===== config.mk =====
export PLATFORM = sky130hd
export DESIGN_NAME = mem_wb_stage
export DESIGN_NICKNAME = d
export VERILOG_FILES = /design/src/rtl/mem_wb_stage.sv
export SDC_FILE = /design/constraint.sdc
export NUM_CORES = 1
export LEC_CHECK = 0
export ABC_AREA = 1
export CAP_MARGIN = 5
export CORE_MARGIN = 8
export CORE_UTILIZATION = 48
export DETAILED_ROUTE_END_ITERATION = 8
export PLACE_DENSITY = 0.81
export SYNTH_ARGS = -nofsm -noshare
export SYNTH_HDL_FRONTEND = slang
export SYNTH_SLANG_ARGS = --single-unit

===== constraint.sdc =====
create_clock -name clk -period 1.8 [get_ports clk]
set_input_delay 0.45 -clock clk [delete_from_list [all_inputs] [get_ports clk]]
set_output_delay 0.45 -clock clk [all_outputs]
set_load 0.05 [all_outputs]

===== src/rtl/mem_wb_stage.sv =====
// mem_wb_stage: MEM/WB pipeline register and writeback source selection.
//   clk, rst (async, active-low)
//   in_valid, stall, flush          - pipeline control from the hazard logic
//   mem_read_data, mem_ALU_result,
//   mem_pc_plus4, mem_Rd,
//   mem_reg_write, mem_mem_to_reg,
//   mem_link                        - MEM-stage payload captured each cycle
//   wb_Rd, wb_write_data,
//   wb_reg_write, wb_valid          - register-file write port / forwarding inputs
//   retire_count                    - count of instructions captured into WB
module mem_wb_stage #(
  parameter int unsigned DATA_W   = 64,
  parameter int unsigned REG_W    = 5,
  parameter int unsigned CNT_W    = 32,
  parameter int unsigned ZERO_REG = 31
) (
  input  logic              clk,
  input  logic              rst,
  input  logic              in_valid,
  input  logic              stall,
  input  logic              flush,
  input  logic [DATA_W-1:0] mem_read_data,
  input  logic [DATA_W-1:0] mem_ALU_result,
  input  logic [DATA_W-1:0] mem_pc_plus4,
  input  logic [REG_W-1:0]  mem_Rd,
  input  logic              mem_reg_write,
  input  logic              mem_mem_to_reg,
  input  logic              mem_link,
  output logic [REG_W-1:0]  wb_Rd,
  output logic [DATA_W-1:0] wb_write_data,
  output logic              wb_reg_write,
  output logic              wb_valid,
  output logic [CNT_W-1:0]  retire_count
);

  // Payload held in MEM/WB; only valid/reg_write are touched by a flush.
  typedef struct packed {
    logic [DATA_W-1:0] read_data;
    logic [DATA_W-1:0] alu_result;
    logic [DATA_W-1:0] pc_plus4;
    logic [REG_W-1:0]  rd;
    logic              mem_to_reg;
    logic              link;
  } wb_fields_t;

  wb_fields_t       fields_q;
  logic             valid_q;
  logic             reg_write_q;
  logic [CNT_W-1:0] count_q;

  // A retire is any real instruction actually moving into WB.
  logic retire;
  assign retire = in_valid & ~stall & ~flush;

  // Control bits: flush wins over stall, which wins over a normal capture.
  always_ff @(posedge clk or negedge rst) begin
    if (!rst) begin
      valid_q     <= 1'b0;
      reg_write_q <= 1'b0;
    end else if (flush) begin
      valid_q     <= 1'b0;
      reg_write_q <= 1'b0;
    end else if (!stall) begin
      valid_q     <= in_valid;
      reg_write_q <= mem_reg_write;
    end
  end

  // Data fields: held on flush too, since an invalid slot never writes.
  always_ff @(posedge clk or negedge rst) begin
    if (!rst) begin
      fields_q <= '0;
    end else if (!flush && !stall) begin
      fields_q.read_data  <= mem_read_data;
      fields_q.alu_result <= mem_ALU_result;
      fields_q.pc_plus4   <= mem_pc_plus4;
      fields_q.rd         <= mem_Rd;
      fields_q.mem_to_reg <= mem_mem_to_reg;
      fields_q.link       <= mem_link;
    end
  end

  // Retired-instruction counter, wraps naturally at 2^CNT_W.
  always_ff @(posedge clk or negedge rst) begin
    if (!rst) begin
      count_q <= '0;
    end else if (retire) begin
      count_q <= count_q + CNT_W'(1);
    end
  end

  // Writeback source select: link beats load beats ALU.
  always_comb begin
    wb_write_data = fields_q.alu_result;
    if (fields_q.link) begin
      wb_write_data = fields_q.pc_plus4;
    end else if (fields_q.mem_to_reg) begin
      wb_write_data = fields_q.read_data;
    end
  end

  assign wb_Rd        = fields_q.rd;
  assign wb_valid     = valid_q;
  assign wb_reg_write = valid_q & reg_write_q & (fields_q.rd != REG_W'(ZERO_REG));
  assign retire_count = count_q;

endmodule


== After elaboration in Yosys (flattened, before gate mapping) ==
Cells that the tools add are included.

* Flip-flop bits (word level): 233
* Bits of input ports: 205
* Output and inout port bits: 103
* Word-level logic and storage cells: 27

* Add/sub/neg operators: 1
* Eq/ne operators: 2
* Multiplexer cells: 6
* Bitwise operators: 6
* Reduce and logical (&&, ||, !) cells: 3

{| class="wikitable"
|+ Operators by type and width
! kind !! number
|-
| $mux 64 || 2
|-
| $add 32x1->32 const B || 1
|-
| $ne 5x5->1 const B || 1
|-
| $and 1x1->1 || 4
|-
| $mux 1 || 4
|-
| $logic_not 1->1 || 2
|-
| $ne 2x1->1 const B || 1
|-
| $not 1->1 || 2
|-
| $logic_and 1x1->1 || 1
|}

== Longest topological paths before layout ==
* Word-level depth: 3
* Mapped depth: 9
* Depth with buffers taken out: 9

== Worst setup path after synthesis ==
Ideal clock, no wire load.

* Path type: register to output
* From: reg fields_q[0] (netlist name)
* To: out wb_write_data[0]
* Arrival time: 1940 ps
* Path slack: -590 ps
* Cell stages (with the launch flop): 6
* Path buffers: 3
* Path through: dfrtp_1 > inv_2 > buf_2 > buf_2 > buf_2 > o21ai_0

* Cells in the longest elaborated chain, start to end: 1

{| class="wikitable"
|+ Ends and longest elaborated chain
! element !! RTL line !! source
|-
| from (decl) || 46 || <nowiki>wb_fields_t fields_q;</nowiki>
|-
| $mux 64 || 95 || <nowiki>if (fields_q.link) begin</nowiki>
|-
| to (decl) || 30 || <nowiki>output logic [DATA_W-1:0] wb_write_data,</nowiki>
|}

Every way passes these cells.

== Final worst setup path ==
* From: reg fields_q[1] (netlist name)
* To: out wb_write_data[3]

* Cells in the longest elaborated chain, start to end: 2

{| class="wikitable"
|+ Ends and longest elaborated chain
! element !! RTL line !! source
|-
| $mux 64 || 97 || <nowiki>end else if (fields_q.mem_to_reg) begin</nowiki>
|-
| $mux 64 || 95 ||
|}

Every way passes these cells.

==> impl_results.html <==
<table>
<tr><th>Metric</th><th>Value</th></tr>
<tr><th colspan="2">Flow run</th></tr>
<tr><td>Max_cap viols</td><td>0</td></tr>
<tr><th colspan="2">Critical path</th></tr>
<tr><td>Critical path required time</td><td>1350 ps</td></tr>
<tr><td>Origin of the critical flop-to-flop path</td><td>retire_count[1]</td></tr>
<tr><td>Timing endpoint of the critical path</td><td>wb_write_data[3]</td></tr>
<tr><td>Slack of the worst reg-to-reg path</td><td>220 ps</td></tr>
<tr><td>Arr. time, crit path</td><td>1880 ps</td></tr>
<tr><td>CP Cell Sequence</td><td>buf_12 &gt; buf_12 &gt; o211ai_1 &gt; o21ai_2 &gt; buf_12</td></tr>
<tr><td>Worst Path Class, Setup</td><td>flop to primary output</td></tr>
<tr><td>Crit path capture type</td><td>primary output</td></tr>
<tr><td>Number of buffers and inverters on the critical path</td><td>3</td></tr>
<tr><td>Slowest cell delay on critical path</td><td>550 ps</td></tr>
<tr><td>Crit. Startpoint</td><td>fields_q[1]</td></tr>
<tr><td>Worst-path fanout max</td><td>5</td></tr>
<tr><td>Number of cells on the critical path</td><td>5</td></tr>
<tr><td>R2R Path End</td><td>retire_count[24]</td></tr>
<tr><td>Worst r2r path cells</td><td>8</td></tr>
<tr><td>Slowest stage cell, crit path</td><td>sky130_fd_sc_hd__dfrtp_4</td></tr>
<tr><td>CP top delay family</td><td>flip-flops</td></tr>
<tr><td>Most frequent cell on the critical path</td><td>sky130_fd_sc_hd__buf_12</td></tr>
<tr><td>Type of element launching the critical path</td><td>flop</td></tr>
<tr><th colspan="2">Clock tree</th></tr>
<tr><td>H-tree Lvls</td><td>1</td></tr>
<tr><td>Max Root-Sink Buffers</td><td>3</td></tr>
<tr><td>Clock Root Buffer</td><td>sky130_fd_sc_hd__clkbuf_16</td></tr>
<tr><td>TritonCTS buffer count</td><td>25</td></tr>
<tr><td>Clock tree from TritonCTS</td><td>yes</td></tr>
<tr><td>Clock transition at the registers of the reported paths</td><td>60 ps</td></tr>
<tr><td>Clock network latency to the later pin of the worst-skew pair</td><td>510 ps</td></tr>
<tr><td>Clock Sink Count</td><td>233</td></tr>
<tr><th colspan="2">STA</th></tr>
<tr><td>Hold violation count in the final report</td><td>0</td></tr>
<tr><td>Worst slew pin tran</td><td>387.1 ps</td></tr>
<tr><td>Setup Skew</td><td>7.069 ps</td></tr>
<tr><td>Maximum frequency from static timing analysis</td><td>429.4 MHz</td></tr>
<tr><td>Clock period minus final worst setup slack</td><td>2329 ps</td></tr>
<tr><td>Part of the cycle the worst path needs</td><td>129.4%</td></tr>
<tr><td>Final number of max-transition violations</td><td>0</td></tr>
<tr><td>Remaining max-slew budget at the tightest pin</td><td>74.19%</td></tr>
<tr><td>Setup violation total in the final timing report</td><td>65</td></tr>
<tr><td>Setup slack of the critical path after layout</td><td>-529.1 ps</td></tr>
<tr><td>Unrepaired setup endpoints after global routing</td><td>yes</td></tr>
<tr><th colspan="2">Global routing</th></tr>
<tr><td>Largest net degree at the start of global routing</td><td>74</td></tr>
<tr><td>Total routing resource utilization after global routing</td><td>24.45%</td></tr>
<tr><td>Vias in the first global route</td><td>10310</td></tr>
<tr><td>Number of antenna violations at the first check in global routing</td><td>5</td></tr>
<tr><td>Aggregate global routing overflow</td><td>0</td></tr>
<tr><td>Wire length of the first global-routing pass</td><td>53190 um</td></tr>
<tr><th colspan="2">Synth</th></tr>
<tr><td>Number of warning messages in the yosys log</td><td>0</td></tr>
<tr><td>Synth top area cells</td><td>sky130_fd_sc_hd__dfrtp_1 (55%), sky130_fd_sc_hd__nand2_1 (16%), sky130_fd_sc_hd__o21ai_0 (9.3%)</td></tr>
<tr><td>Synth Flop Type</td><td>sky130_fd_sc_hd__dfrtp_1</td></tr>
<tr><td>Top cells by instance count after synthesis</td><td>sky130_fd_sc_hd__nand2_1 (466), sky130_fd_sc_hd__dfrtp_1 (233), sky130_fd_sc_hd__o21ai_0 (198), sky130_fd_sc_hd__inv_1 (168), sky130_fd_sc_hd__o211ai_1 (64)</td></tr>
<tr><td>Sequential element share of the synthesized area</td><td>54.64%</td></tr>
<tr><td>Mean Syn Cell Area</td><td>8.134 sq um</td></tr>
<tr><td>Basic-gate share of the synthesized area counting and, or, nand and nor cells</td><td>20.41%</td></tr>
<tr><td>Count of unique library cells instantiated by Yosys</td><td>27</td></tr>
<tr><td>Post-synthesis async set-or-reset flop share</td><td>100.0%</td></tr>
<tr><td>Syn nets</td><td>1518</td></tr>
<tr><td>Largest family of logic cells by synthesized area</td><td>simple AND/OR/NAND/NOR gates</td></tr>
<tr><td>#FFs+latches synth</td><td>233</td></tr>
<tr><td>Yosys top cell area share</td><td>54.64%</td></tr>
<tr><td>Share of the synthesized netlist area taken by xor and xnor gates</td><td>1.724%</td></tr>
<tr><td>Netlist area before placement</td><td>10670 sq um</td></tr>
<tr><td>Dominant cell by count in the synthesized netlist</td><td>sky130_fd_sc_hd__nand2_1</td></tr>
<tr><td>Fraction of the mapped netlist area in compound gates</td><td>13.84%</td></tr>
<tr><td>Cells after Synth</td><td>1312</td></tr>
<tr><td>Area leader, netlist</td><td>sky130_fd_sc_hd__dfrtp_1</td></tr>
<tr><td>Post-synthesis adder-cell area fraction</td><td>0.1172%</td></tr>
<tr><td>Count of flip-flops with a built-in enable after synthesis</td><td>0</td></tr>
<tr><td>Post-synthesis mux area share</td><td>0%</td></tr>
<tr><th colspan="2">Routing</th></tr>
<tr><td>Iter 0 DRT Violations</td><td>857</td></tr>
<tr><td>DRC errors left</td><td>0</td></tr>
<tr><td>Number of nets with antenna violations after detailed routing</td><td>0</td></tr>
<tr><td>Routed length per instance</td><td>17.72 um</td></tr>
<tr><td>TritonRoute pass-1 iters</td><td>5</td></tr>
<tr><td>Sum of routed wire length over all layers</td><td>34140 um</td></tr>
<tr><td>Vias</td><td>10040</td></tr>
<tr><td>Via density per instance</td><td>5.208</td></tr>
<tr><th colspan="2">Power</th></tr>
<tr><td>Cell leakage power</td><td>7.643 nW</td></tr>
<tr><td>Max rail drop VDD</td><td>0.7468 mV</td></tr>
<tr><td>Total power divided by cell area</td><td>1070 nW/um^2</td></tr>
<tr><th colspan="2">Floorplan</th></tr>
<tr><td>Die height</td><td>165.1 um</td></tr>
<tr><td>Initial core utilization</td><td>48.90%</td></tr>
<tr><td>Number of placed I/O pins</td><td>308</td></tr>
<tr><td>Horizontal die dimension</td><td>165.1 um</td></tr>
<tr><td>Area of the core region</td><td>21820 sq um</td></tr>
<tr><td>Die area</td><td>27260 sq um</td></tr>
<tr><td>Row cnt</td><td>54</td></tr>
<tr><th colspan="2">Placement</th></tr>
<tr><td>Port buffer count</td><td>307</td></tr>
<tr><td>Global placement routability congestion</td><td>0.8954</td></tr>
<tr><td>Total placed cells including tap cells</td><td>1866</td></tr>
<tr><td>Estimated wirelength of the detail-placed design</td><td>24300 um</td></tr>
<tr><th colspan="2">Finish</th></tr>
<tr><td>Area growth syn-to-layout</td><td>52.21%</td></tr>
<tr><td>Util after Layout</td><td>74.43%</td></tr>
<tr><td>Ratio of cells with drive above 1 in the final layout</td><td>16.76%</td></tr>
<tr><td>Area taken by multi-input logic gates</td><td>4093 sq um</td></tr>
<tr><td>Area taken by flip-flops and latches</td><td>5836 sq um</td></tr>
<tr><td>Non-filler instance count after layout</td><td>1927</td></tr>
<tr><td>Fillcell total</td><td>1485</td></tr>
<tr><td>Final #Nets</td><td>1828</td></tr>
<tr><th colspan="2">Status</th></tr>
<tr><td>Failing checks</td><td>negative setup slack</td></tr>
<tr><td>Status</td><td>finished with violations</td></tr>
<tr><th colspan="2">Hold path</th></tr>
<tr><td>HP Class</td><td>input pin to asynchronous set/reset pin</td></tr>
</table>
==> flip-flops by register name, indices dropped and copies added, names as in the netlist <==
| register | cells |
|---|---|
| retire_count | 32 |
| fields_q | 194 |
| reg_write_q | 1 |
| wb_valid | 1 |
| wb_Rd | 5 |
==> repair_timing <==
item                                    CTS  global route
gates cloned                              1             3
buffers inserted                          2             2
hold endpoints to repair                 39             0
hold buffers                              1             0
resized for setup                        44             7
pin swaps                                31            26
endpoints found under the setup margin   65            65
==> layout make-up <==
type	count	area share (%)
diodes	6	0.09244
clock buffers	39	4.730
clock inverters	7	0.5469
inverters	171	3.982
multi-input cells	832	25.20
flip-flops and latches	233	35.93
well taps	280	2.157
repair buffers	359	27.37
==> report_power, final <==
group / switching, mW / leakage [nW] / total [mW] / internal [mW]
Combinational: 3.31 / 4.32 / 5.89 / 2.59
Sequential: 0.323 / 2.89 / 6.19 / 5.86
Clock: 2.09 / 0.427 / 5.30 / 3.21
Total: 5.72 / 7.64 / 17.4 / 11.7
==> through the flow <==
step / area [sq um] / hold slack, ps / power [mW] / TNS (ps) / worst slack [ps]
2_1_floorplan: 10850 / 154.4 / 9.069 / -5743 / -275.3
3_3_place_gp: 15120 / 379.7 / 11.85 / -16750 / -148.4
3_5_place_dp: 15120 / 380.0 / 11.96 / -23970 / -187.0
4_1_cts: 16120 / 421.6 / 17.42 / -28580 / -515.1
5_1_grt: 16240 / 441.9 / 18.06 / -32390 / -563.5
6_report: 16240 / 428.5 / 17.38 / -28240 / -529.1
==> routing by layer <==
layer	part of all wire [%]	global-route usage, %	vias up
met5	0.029	0	-
met2	48	40.41	400
met3	8.5	5.999	83
li1	-	-	4767
met1	40	30.50	4783
met4	3.5	9.541	2
==> cells by family after synthesis <==
group           count (synthesis)
compound gates                263
xor+xnor                       21
fa+ha+maj                       1
buf+inv                       247
flops                         233
simple gates                  547
==> worst reg2reg max path: stages (launching register included) <==
cell,delay [ps]
sky130_fd_sc_hd__dfrtp_1,420
sky130_fd_sc_hd__ha_1,220
sky130_fd_sc_hd__inv_1,60
sky130_fd_sc_hd__nor2_1,110
sky130_fd_sc_hd__nand2_1,80
sky130_fd_sc_hd__nor2_1,180
sky130_fd_sc_hd__nand3_1,150
sky130_fd_sc_hd__o21ai_0,190
sky130_fd_sc_hd__nand2_1,70
==> how the worst min path moves through the flow <==
| stage | slack [ps] | depth (start not counted) | startpoint | end |
|---|---|---|---|---|
| after CTS | 420 | 2 | rst | fields_q[192] |
| final | 430 | 2 | rst | fields_q[124] |
| after detailed placement | 380 | 1 | rst | fields_q[124] |
| after global placement | 380 | 1 | rst | fields_q[59] |
| after floorplan | 150 | 0 | rst | fields_q[0] |
| after global routing | 440 | 2 | rst | fields_q[120] |
==> layout by cell type, fill, tap and decap left out, drive strengths merged <==
master         count
nand3             23
xor2               9
diode              6
or2                1
nor3               4
nor2              39
nand3b             2
nand4              9
inv              171
o21ai            199
o211ai            64
clkbuf            41
dfrtp            233
clkdlybuf4s50    203
and3               1
bufinv             2
nand2            468
dlygate4sd3        1
buf              153
xnor2             12
clkinv             5
ha                 1
Note: power is estimated with default switching activity, not from simulation.
